**src/rtl/vec_serializer_if.sv**
```systemverilog
// Vector-in / element-stream-out handshake bundle for vec_serializer.
// slave is the serializer's view, master is the environment driving vectors and consuming beats.
interface vec_serializer_if #(
  parameter int unsigned NUM_ELEM = 10,
  parameter int unsigned ELEM_W   = 32
);
  localparam int unsigned IDX_W = (NUM_ELEM > 1) ? $clog2(NUM_ELEM) : 1;

  logic                       in_valid;
  logic                       in_ready;
  logic [NUM_ELEM*ELEM_W-1:0] in_data;
  logic                       out_valid;
  logic                       out_ready;
  logic [ELEM_W-1:0]          out_data;
  logic [IDX_W-1:0]           out_index;
  logic                       out_last;
  logic                       busy;

  modport slave (
    input  in_valid, in_data, out_ready,
    output in_ready, out_valid, out_data, out_index, out_last, busy
  );

  modport master (
    output in_valid, in_data, out_ready,
    input  in_ready, out_valid, out_data, out_index, out_last, busy
  );
endinterface

```
**src/rtl/vec_serializer.sv**
```systemverilog
// Captures a NUM_ELEM-element vector and streams it out index 0 first, one element per beat.
// Optional VEC_SERIALIZER_SUM_EN appends a modulo-2^ELEM_W sum beat after the last element.
module vec_serializer #(
  parameter int unsigned NUM_ELEM = 10,
  parameter int unsigned ELEM_W   = 32
) (
  input  logic            clk,
  input  logic            rst,
  vec_serializer_if.slave bus
);
  localparam int unsigned IDX_W = (NUM_ELEM > 1) ? $clog2(NUM_ELEM) : 1;
  localparam int unsigned VEC_W = NUM_ELEM * ELEM_W;
  localparam logic [IDX_W-1:0] LAST_IDX = IDX_W'(NUM_ELEM - 1);

  localparam logic [1:0] S_IDLE   = 2'd0;
  localparam logic [1:0] S_STREAM = 2'd1;
`ifdef VEC_SERIALIZER_SUM_EN
  localparam logic [1:0] S_SUM    = 2'd2;
`endif

  logic [1:0]        state_q, state_d;
  logic [VEC_W-1:0]  vec_q, vec_d;
  logic [IDX_W-1:0]  idx_q, idx_d;
  logic              out_valid_q, out_valid_d;
  logic [ELEM_W-1:0] out_data_q, out_data_d;
  logic              out_last_q, out_last_d;
`ifdef VEC_SERIALIZER_SUM_EN
  logic [ELEM_W-1:0] acc_q, acc_d;
`endif

  logic [IDX_W-1:0]  idx_nxt;
  logic [ELEM_W-1:0] elem_cur, elem_nxt;
  logic              beat_c, in_ready_c, capture_c;

  always_ff @(posedge clk or posedge rst) begin
    if (rst) begin
      state_q     <= S_IDLE;
      vec_q       <= '0;
      idx_q       <= '0;
      out_valid_q <= 1'b0;
      out_data_q  <= '0;
      out_last_q  <= 1'b0;
`ifdef VEC_SERIALIZER_SUM_EN
      acc_q       <= '0;
`endif
    end else begin
      state_q     <= state_d;
      vec_q       <= vec_d;
      idx_q       <= idx_d;
      out_valid_q <= out_valid_d;
      out_data_q  <= out_data_d;
      out_last_q  <= out_last_d;
`ifdef VEC_SERIALIZER_SUM_EN
      acc_q       <= acc_d;
`endif
    end
  end

  // Next-state, handshake and output-register update
  always_comb begin
    state_d     = state_q;
    vec_d       = vec_q;
    idx_d       = idx_q;
    out_valid_d = out_valid_q;
    out_data_d  = out_data_q;
    out_last_d  = out_last_q;
`ifdef VEC_SERIALIZER_SUM_EN
    acc_d       = acc_q;
`endif
    idx_nxt    = idx_q + IDX_W'(1);
    elem_cur   = vec_q[int'(idx_q) * ELEM_W +: ELEM_W];
    elem_nxt   = vec_q[int'(idx_nxt) * ELEM_W +: ELEM_W];
    beat_c     = out_valid_q & bus.out_ready;
    in_ready_c = (state_q == S_IDLE) | (beat_c & out_last_q);
    capture_c  = bus.in_valid & in_ready_c;

    case (state_q)
      S_STREAM: begin
        if (beat_c) begin
          if (idx_q == LAST_IDX) begin
`ifdef VEC_SERIALIZER_SUM_EN
            state_d    = S_SUM;
            acc_d      = acc_q + elem_cur;
            out_data_d = acc_q + elem_cur;
            out_last_d = 1'b1;
`else
            state_d     = S_IDLE;
            out_valid_d = 1'b0;
            out_last_d  = 1'b0;
`endif
          end else begin
            idx_d      = idx_nxt;
            out_data_d = elem_nxt;
`ifdef VEC_SERIALIZER_SUM_EN
            acc_d      = acc_q + elem_cur;
            out_last_d = 1'b0;
`else
            out_last_d = (idx_nxt == LAST_IDX);
`endif
          end
        end
      end
`ifdef VEC_SERIALIZER_SUM_EN
      S_SUM: begin
        if (beat_c) begin
          state_d     = S_IDLE;
          out_valid_d = 1'b0;
          out_last_d  = 1'b0;
        end
      end
`endif
      default: ;
    endcase

    // A capture only occurs from IDLE or on the final beat, so it always restarts the stream
    if (capture_c) begin
      state_d     = S_STREAM;
      vec_d       = bus.in_data;
      idx_d       = '0;
      out_valid_d = 1'b1;
      out_data_d  = bus.in_data[ELEM_W-1:0];
      out_last_d  = 1'b0;
`ifdef VEC_SERIALIZER_SUM_EN
      acc_d       = '0;
`endif
    end
  end

  assign bus.in_ready  = in_ready_c;
  assign bus.out_valid = out_valid_q;
  assign bus.out_data  = out_data_q;
  assign bus.out_index = idx_q;
  assign bus.out_last  = out_last_q;
  assign bus.busy      = (state_q != S_IDLE);
endmodule

```
**src/flat_wrapper.sv**
```systemverilog
// flat-port wrapper written by rule: the top's interface ports become plain ports
module vec_serializer_flat 
#(
  parameter int unsigned NUM_ELEM = 10,
  parameter int unsigned ELEM_W   = 32
)
  (clk, rst, bus_in_valid, bus_in_data, bus_out_ready, bus_in_ready, bus_out_valid, bus_out_data, bus_out_index, bus_out_last, bus_busy);
  vec_serializer_if #(.NUM_ELEM(NUM_ELEM), .ELEM_W(ELEM_W)) bus_i ();
  input  logic clk;
  input  logic rst;
  input wire logic [$bits(bus_i.in_valid)-1:0] bus_in_valid;
  input wire logic [$bits(bus_i.in_data)-1:0] bus_in_data;
  input wire logic [$bits(bus_i.out_ready)-1:0] bus_out_ready;
  output wire logic [$bits(bus_i.in_ready)-1:0] bus_in_ready;
  output wire logic [$bits(bus_i.out_valid)-1:0] bus_out_valid;
  output wire logic [$bits(bus_i.out_data)-1:0] bus_out_data;
  output wire logic [$bits(bus_i.out_index)-1:0] bus_out_index;
  output wire logic [$bits(bus_i.out_last)-1:0] bus_out_last;
  output wire logic [$bits(bus_i.busy)-1:0] bus_busy;
  assign bus_i.in_valid = bus_in_valid;
  assign bus_i.in_data = bus_in_data;
  assign bus_i.out_ready = bus_out_ready;
  assign bus_in_ready = bus_i.in_ready;
  assign bus_out_valid = bus_i.out_valid;
  assign bus_out_data = bus_i.out_data;
  assign bus_out_index = bus_i.out_index;
  assign bus_out_last = bus_i.out_last;
  assign bus_busy = bus_i.busy;
  vec_serializer #(.NUM_ELEM(NUM_ELEM), .ELEM_W(ELEM_W)) u_core (.clk(clk), .rst(rst), .bus(bus_i));
endmodule
```
**config.mk**
```make
export PLATFORM = sky130hd
export DESIGN_NAME = vec_serializer_flat
export DESIGN_NICKNAME = d
export VERILOG_FILES = /design/src/rtl/vec_serializer_if.sv /design/src/rtl/vec_serializer.sv /design/src/flat_wrapper.sv
export SDC_FILE = /design/constraint.sdc
export NUM_CORES = 1
export LEC_CHECK = 0
export ABC_AREA = 1
export BUFFER_PORTS_ARGS = -buffer_cell sky130_fd_sc_hd__clkbuf_2
export CORE_MARGIN = 3
export CORE_UTILIZATION = 30
export DETAILED_ROUTE_END_ITERATION = 8
export GPL_TIMING_DRIVEN = 0
export PLACE_DENSITY_LB_ADDON = 0.3
export SYNTH_ARGS = -nofsm -noshare
export SYNTH_HDL_FRONTEND = slang
export SYNTH_SLANG_ARGS = --single-unit
export TNS_END_PERCENT = 100
```
**constraint.sdc**
```tcl
create_clock -name clk -period 16.4 [get_ports clk]
set_input_delay 4.92 -clock clk [delete_from_list [all_inputs] [get_ports clk]]
set_output_delay 4.92 -clock clk [all_outputs]
set_load 0.05 [all_outputs]
```
-- Word level (Yosys, flattened, before mapping)
Index checks and enable logic that the tools add are counted.
- register bits after elaboration: 360
- input bits: 324
- output and inout bits: 40
- word-level logic and storage cells: 44
- add/sub/neg operators: 1
- equality and inequality tests: 4
- shift operators: 1
- muxes and demuxes: 20
- bitwise gates (word level): 4
- reduce and logical (&&, ||, !) cells: 8
- operator list (operator ; number):
    variable part select 320 x 10 -> 32 bit ; 1
    two-way mux 32 bit ; 4
    two-way mux 4 bit ; 4
    == test 4 bit, second input constant ; 2
    two-way mux 1 bit ; 8
    two-way mux 2 bit ; 4
    nonzero test 2 bit ; 4
    AND reduction 3 bit ; 2
    adder 4 x 1 -> 4 bit, second input constant ; 1
    AND 1 bit ; 3
    == test 2 x 1 -> 1 bit, second input constant ; 1
    zero test 2 bit ; 1
    != test 2 x 1 -> 1 bit, second input constant ; 1
    AND reduction 2 bit ; 1
    OR 1 bit ; 1

-- Longest topological paths before layout
Gate-level depths: netlist of run 1.
- depth after elaboration: 6
- depth in mapped cells: 14
- mapped depth without buffers: 9

-- Worst setup path before layout of run 1
Ideal clock, no wire load.
- kind: input to output
- from: in bus_out_ready
- to: out bus_in_ready
- arrival time: 5429 ps
- required time: 11480 ps
- slack: 6051 ps
- stages on the path: 2
- path buffers: 0
- cells stage by stage: inv_1 o21ai_2
- cells in the longest elaborated chain, start to end: 3
- RTL lines (item ; RTL line ; source):
    start, declared ; flat_wrapper.sv:13 ; input wire logic [$bits(bus_i.out_ready)-1:0] bus_out_ready;
    AND 1 bit ; vec_serializer.sv:73 ; beat_c = out_valid_q & bus.out_ready;
    AND 1 bit ; vec_serializer.sv:74 ; in_ready_c = (state_q == S_IDLE) | (beat_c & out_last_q);
    OR 1 bit ; vec_serializer.sv:74 ;
    end, declared ; flat_wrapper.sv:14 ; output wire logic [$bits(bus_i.in_ready)-1:0] bus_in_ready;
No other way between the ends.

-- Worst setup path in the final report of run 1
Ends and elaborated chain as after synthesis.

==> results.tsv, run 1 <==
stage	metric	value	unit
sta	clock.fmax	95.9	MHz
floorplanning	start_util	30.7	%
grt	grt_pass1_wl	105000	um
route	firstDrtPassIters	5	
floorplanning	core_area	55700	um2
critical_path	worstPathRequired	11.48	ns
grt	grt.overflow.total	0	
clock_tree	cts-hold-fix-buffers	0	
place	dp_hpwl	55300	um
grt	grt_max_degree	127	
grt	grt_pass1_vias	17000	
yosys	synth_warnings	0	
yosys	syn_inst	2267	
yosys	synth_cell_types	22	
sta	rsz0062_at_grt	false	
critical_path	endpoint_kind	output pin	
critical_path	worstSetupStartpointType	input port	
route	final_antenna_net_count	0	
yosys	synth_area_per_cell	7.54	um2
layout	synthToLayoutAreaGrowth	25.5	%
clock_tree	root_buffer	clkbuf_16	
pwr	ir_worst_vdd	0.000104	V
hold_path	min_path_type	flip-flop to flip-flop	
clock_tree	cts.htree.levels	2	
sta	setup_viol	0	
floorplanning	die_height	245	um
floorplanning	dieArea	59900	um2
critical_path	crit_type	input port to output pin	
grt	antenna_found_initial	0	
place	place_ws	5.96	ns
critical_path	crit_chain	clkbuf_2 > inv_1 > o21ai_2 > clkbuf_2	
place	gp_congestion	0.874	
critical_path	path_delay_family	buffers and inverters	
sta	fin_crit_sh	63.6	%
clock_tree	post_cts_resized	0	
layout	diodes	0	
layout	seq_area	8960	um2
sta	finalHoldViolCount	0	
yosys	yosysSeqAreaShare	52.4	%
floorplanning	num_io_pins	364	
route	drc	0	
sta	hold_ws	0.480	ns
clock_tree	cts.sink_count	358	
layout	multiInputGateArea	6220	um2
place	io_buffers	363	
outcome	outcome	complete, no violations	
route	drt-total-wl	71200	um
clock_tree	clk_path_buf_depth	3	
pwr	power.density	233	nW/um2
clock_tree	cts.clk_slew.worst_paths	0.06	ns
clock_tree	clk_latency	0.58	ns
layout	nets	3006	
critical_path	cp_slowest_stage_delay	0.30	ns
clock_tree	cts_made_buffers	45	
place	dpl-instance-area	19900	um2
route	wire_per_inst	20.6	um
yosys	synth_area	17100	um2
grt	grtUsageTotal	23.5	%
route	vias	16500	
critical_path	slowest_stage	clkbuf_2	
sta	fin_ws	5.97	ns
route	via_per_inst	4.78	
job	cap_violations	0	
yosys	synth_seq_cells	358	
sta	slew_violations	0	
pwr	leakagePower	11.3	nW
sta	finClkSkew	0.0229	ns
yosys	syn_nets	2594	
floorplanning	die_x	245	um
route	first_iter_violations	1304	
clock_tree	post_cts_buffers	0	
layout	fin_area	21500	um2
sta	worst_slew_pin_slew	0.863	ns
critical_path	critPathArrivalTime	5.51	ns
critical_path	cp_max_fo	2	
layout	fill_cells	5979	
sta	slew_headroom	42.5	%
layout	post-route-util	38.5	%
sta	final.min_clock_period	10.43	ns
layout	final_layout_size_suffix_gt1_share	20.3	%
critical_path	path_buf_inv	3	
critical_path	cp_common_cell	clkbuf_2	
sta	finalSetupTns	0	ns
floorplanning	std_cell_rows	86	
clock_tree	cts_tree	done	
## final cells by class
type	instances	share of cell area, %
Multi-Input combinational cell	1443	29.0
Buffer	143	3.26
Timing Repair Buffer	365	8.73
Tap cell	748	4.36
Sequential cell	358	41.8
Clock inverter	15	0.799
Clock buffer	67	6.39
Inverter	323	5.69
## cell usage after synthesis
library cell  instances  area (um2)
nand2_1             819        3070
dfrtp_1             358        8960
inv_1               320        1200
nand3_1             222        1110
o21ai_0             173         866
o21ai_1             149         746
buf_2                91         455
clkbuf_1             41         154
nor2_1               33         124
a21oi_1              32         160
buf_4                 5        37.5
buf_6                 4        45.0
nand2_2               4        25.0
ha_1                  3        37.5
inv_2                 3        11.3
o22ai_1               3        18.8
buf_1                 2        7.51
nor2_4                1        11.3
o21ai_2               1        8.76
xnor2_2               1        16.3
xor2_1                1        8.76
xor2_2                1        16.3
## power by group
part           switching, mW  internal [mW]  total (mW)
Combinational           1.78          0.712        2.50
Sequential             0.151           1.32        1.47
Clock                  0.408          0.626        1.03
## registers in the layout, indices dropped and copies added, names as in the netlist
register,cells
u_core.vec_q,320
u_core.bus.out_data,32
u_core.bus.out_index,4
u_core.bus.out_last,1
u_core.bus.out_valid,1
## cell usage in the layout, fill, tap and decap left out, types with 5 or more instances in the layout
cell type  count
a21oi_1       32
buf_2         91
buf_4          5
clkbuf_1      49
clkbuf_16     47
clkbuf_2     363
clkbuf_8      12
clkinv_2       6
dfrtp_1      358
inv_1        319
nand2_1      819
nand3_1      222
nor2_1        33
o21ai_0      173
o21ai_1      149
## cell families (layout without fill, tap and decap cells)
family          after synthesis  count (layout)  synth area share (%)
fa+ha+maj                     3               3                 0.220
xor+xnor                      3               3                 0.242
simple gates               1079            1079                  25.4
compound gates              358             358                  10.5
buf+inv                     466             913                  11.2
flops                       358             358                  52.4
## metal layers
metal | wire [um] | GRT usage (%)
met2 | 32900 | 38.5
met1 | 31600 | 32.5
met5 | 0 | 0
met4 | 1820 | 6.79
met3 | 4860 | 3.24
## worst register-to-register path, delay by kind of cell, from the launching register on
family | cells | cell delay, ns
flip-flops | 1 | 0.43
AND/OR/NAND/NOR | 5 | 0.82
adder cells (fa/ha/maj) | 1 | 0.37
AO/OA/AOI/OAI | 1 | 0.13
buffers and inverters | 6 | 2.12
## per-stage QoR
step                power, mW  instances
global route             5.39       3462
CTS                      5.03       3462
global placement         3.93       3378
floorplan                3.08       2267
finish                   5.00       3462
detailed placement       3.98       3380
## worst paths after layout
path,startpoint,endpoint,slack (ns),depth (start not counted)
worst max-delay path,bus_out_ready,bus_in_ready,5.97,4
worst min-delay path,u_core.vec_q[266],u_core.vec_q[266],0.48,2
worst max register to register,u_core.bus.out_index[0],u_core.bus.out_data[11],12.49,13
worst min register to register,u_core.vec_q[266],u_core.vec_q[266],0.48,2
max in group asynchronous,rst,u_core.bus.out_index[2],10.65,3
min in group asynchronous,rst,u_core.vec_q[182],4.48,2
No activity file was read; power rests on OpenSTA's default activity.
==> run 2: changes to the inputs <==
--- a/config.mk
+++ b/config.mk
@@ -5,7 +5,7 @@
 export SDC_FILE = /design/constraint.sdc
 export NUM_CORES = 1
 export LEC_CHECK = 0
-export ABC_AREA = 1
+export ABC_AREA = 0
 export BUFFER_PORTS_ARGS = -buffer_cell sky130_fd_sc_hd__clkbuf_2
 export CORE_MARGIN = 3
 export CORE_UTILIZATION = 30
==> constraint.sdc (replaced) <==
create_clock -name clk -period 8.3 [get_ports clk]
set_input_delay 2.49 -clock clk [delete_from_list [all_inputs] [get_ports clk]]
set_output_delay 2.49 -clock clk [all_outputs]
set_load 0.05 [all_outputs]
==> results.tsv, run 2 <==
stage	metric	value	unit	change
outcome	outcome	complete, no violations		
route	drt-total-wl	63000	um	-12%
critical_path	cp_common_cell	clkbuf_2		
yosys	synth.most_common_cell	nand2_1		
place	dp.cells	2761		-18%
grt	grt_max_degree	43		-66%
floorplanning	num_io_pins	364		unchanged
clock_tree	cts.clk_slew.worst_paths	0.06	ns	about the same
yosys	synth_area_per_cell	9.51	um2	+26%
grt	antenna_found_initial	2		+2
floorplanning	start_util	30.5	%	-0.14 points
yosys	synth_top_area_cell	dfrtp_1		
yosys	synthTopCellsByArea	dfrtp_1 55%, nand2_1 23%, mux4_2 8.5%		
route	drc	0		unchanged
place	place_ws	2.65	ns	-3.31 ns
layout	largest_reg_flops	320		unchanged
floorplanning	die_x	238	um	-2.7%
floorplanning	std_cell_rows	84		-2.3%
sta	finalHoldViolCount	0		unchanged
clock_tree	cts_tree	done		
pwr	netSwitchingPower	3.86	mW	+65%
place	io_buffers	363		unchanged
critical_path	cp_max_fo	4		+2
pwr	intPower	5.32	mW	+100%
sta	slew_headroom	40.7	%	-1.8 points
critical_path	worstPathRequired	5.81	ns	-5.67 ns
place	gp_congestion	0.872		-0.23%
sta	slew_violations	0		unchanged
clock_tree	cts_made_buffers	44		-2.2%
critical_path	critPathArrivalTime	3.19	ns	-2.32 ns
critical_path	endpoint_kind	output pin		
layout	seq_area	8960	um2	unchanged
pwr	clkPwrFrac	21.7	%	+1.0 points
pwr	power.density	447	nW/um2	+92%
sta	setup_viol	0		unchanged
pwr	leakagePower	10.8	nW	-4.3%
critical_path	path_buf_inv	2		-1
sta	hold_ws	0.466	ns	-0.0139 ns
layout	synthToLayoutAreaGrowth	26.9	%	
layout	final_cell_mix	970 x nand2_1, 364 x clkbuf_2, 358 x dfrtp_1, 80 x buf_2, 61 x mux4_2		
hold_path	hp-start	u_core.vec_q[68]		
floorplanning	core_area	53000	um2	-5.0%
critical_path	crit_start	bus_out_ready		
grt	grt_pass1_wl	92500	um	-12%
yosys	synth_area	16200	um2	-5.4%
pwr	ir_worst_vdd	0.000224	V	+120%
yosys	syn_nets	2028		-22%
sta	final.min_clock_period	5.68	ns	
clock_tree	cts.sink_count	358		unchanged
sta	clock.fmax	176	MHz	
pwr	p_comb_share	44.9	%	-5.0 points
yosys	synth_seq_cells	358		unchanged
place	dpl-instance-area	19000	um2	-4.4%
route	vias	13800		-17%
route	via_per_inst	4.85		+1.5%
place	dp_hpwl	48000	um	-13%
critical_path	r2r-start	u_core.bus.out_index[0]		
pwr	seq_power_share	33.4	%	+3.9 points
clock_tree	cts.htree.levels	2		unchanged
yosys	synth-async-reset-ratio	100	%	unchanged
clock_tree	root_buffer	clkbuf_16		
critical_path	path_delay_family	buffers and inverters		
hold_path	min_path_type	flip-flop to flip-flop		
layout	stdcell_count	2840		-18%
sta	rsz0062_at_grt	false		
pwr	sw_frac_of_total	42.1	%	-4.8 points
clock_tree	clk_path_buf_depth	3		unchanged
layout	diodes	0		unchanged
route	wire_per_inst	22.2	um	+7.8%
yosys	synth_edf_count	0		unchanged
grt	grt.overflow.total	0		unchanged
floorplanning	die_height	238	um	-2.7%
yosys	post-synth-top-area-fraction	55.4	%	+3.0 points
sta	fin_ws	2.62	ns	-3.35 ns
critical_path	cp_slowest_stage_delay	0.30	ns	about the same
clock_tree	post_cts_buffers	0		unchanged
route	final_antenna_net_count	0		unchanged
route	firstDrtPassIters	5		unchanged
layout	fin_area	20500	um2	-4.3%
layout	post-route-util	38.7	%	+0.26 points
yosys	syn_inst	1701		-25%
layout	multiInputGateArea	6580	um2	+5.7%
grt	grtUsageTotal	22.2	%	-1.2 points
layout	regMostFlops	u_core.vec_q		
yosys	synth_cell_types	37		+68%
sta	worst_slew_pin_slew	0.887	ns	+0.0245 ns
critical_path	slowest_stage	clkbuf_2		
clock_tree	clk_latency	0.57	ns	about the same
sta	finalSetupTns	0	ns	unchanged
grt	grt_pass1_vias	14600		-14%
critical_path	worstSetupStartpointType	input port		
route	first_iter_violations	1013		-22%
yosys	synthFlopType	dfrtp_1		
pwr	finalPower	9.18	mW	+83%
clock_tree	post_cts_resized	0		unchanged
floorplanning	dieArea	56700	um2	-5.3%
layout	nets	2446		-19%
yosys	synth_top_cells_by_count	970 x nand2_1, 358 x dfrtp_1, 80 x buf_2		
layout	final_layout_size_suffix_gt1_share	28.3	%	+8.0 points
job	cap_violations	0		unchanged
sta	fin_crit_sh	68.5	%	
layout	fill_cells	5371		-10%
clock_tree	cts-hold-fix-buffers	0		unchanged
critical_path	crit_chain	clkbuf_2 > a21bo_2 > clkbuf_2		
layout	layout_commonest_cell	nand2_1		
yosys	synth_warnings	0		unchanged
sta	finClkSkew	0.0193	ns	-0.00357 ns
yosys	yosysSeqAreaShare	55.4	%	+3.0 points
critical_path	crit_type	input port to output pin		
## run 2: cell count changes in the layout (fill, tap and decap cells not counted), sizes merged, moves of 33 or more
cell,delta
mux4,+64
nand3,-219
inv,-321
o21ai,-256
mux2i,+33
clkbuf,-33
nand2,+147
## run 2: routing by layer
metal	vias to the layer above	global-route usage (%)	wire length, um
met4	2	7.13	1780
met2	475	36.2	29400
met3	96	3.55	3710
met5	-	0	11
li1	6389	-	-
met1	6809	30.6	28000
## run 2: path summary, 6_finish.rpt
kind	to	slack, ns	cells past startpoint
min in group asynchronous	u_core.vec_q[307]	2.09	2
worst max register to register	u_core.bus.out_data[13]	4.45	12
worst max-delay path	bus_in_ready	2.62	3
max in group asynchronous	u_core.vec_q[132]	4.71	6
worst min-delay path	u_core.vec_q[68]	0.47	2
worst min register to register	u_core.vec_q[68]	0.47	2
## run 2: area by class of cell
| class | count | area share, % |
|---|---|---|
| inverters | 4 | 0.0914 |
| plain buffers | 110 | 3.01 |
| flip-flops and latches | 358 | 43.7 |
| well taps | 688 | 4.19 |
| clock inverters | 17 | 1.08 |
| multi-input cells | 1229 | 32.1 |
| repair buffers | 372 | 9.73 |
| clock buffers | 62 | 6.19 |
## run 2: cells by family after synthesis
family	count (synthesis)	share of synthesized area [%]
buf+inv	114	3.91
xor+xnor	3	0.163
flops	358	55.4
mux	98	11.1
fa+ha+maj	3	0.232
compound gates	140	6.14
simple gates	985	23.1
## run 2: power groups by stage
stage	logic [mW]	registers, mW	clock network [mW]
5_1_grt	4.53	3.15	2.12
2_1_floorplan	2.48	3.25	0
3_5_place_dp	4.16	3.07	0
6_report	4.12	3.06	1.99
4_1_cts	4.18	3.05	2.04
3_3_place_gp	4.08	3.05	0
## run 2: tightest hold or removal path, stage by stage (launching register included)
cell,delay [ns]
dfrtp_1,0.33
nand2_1,0.05
nand2_1,0.05
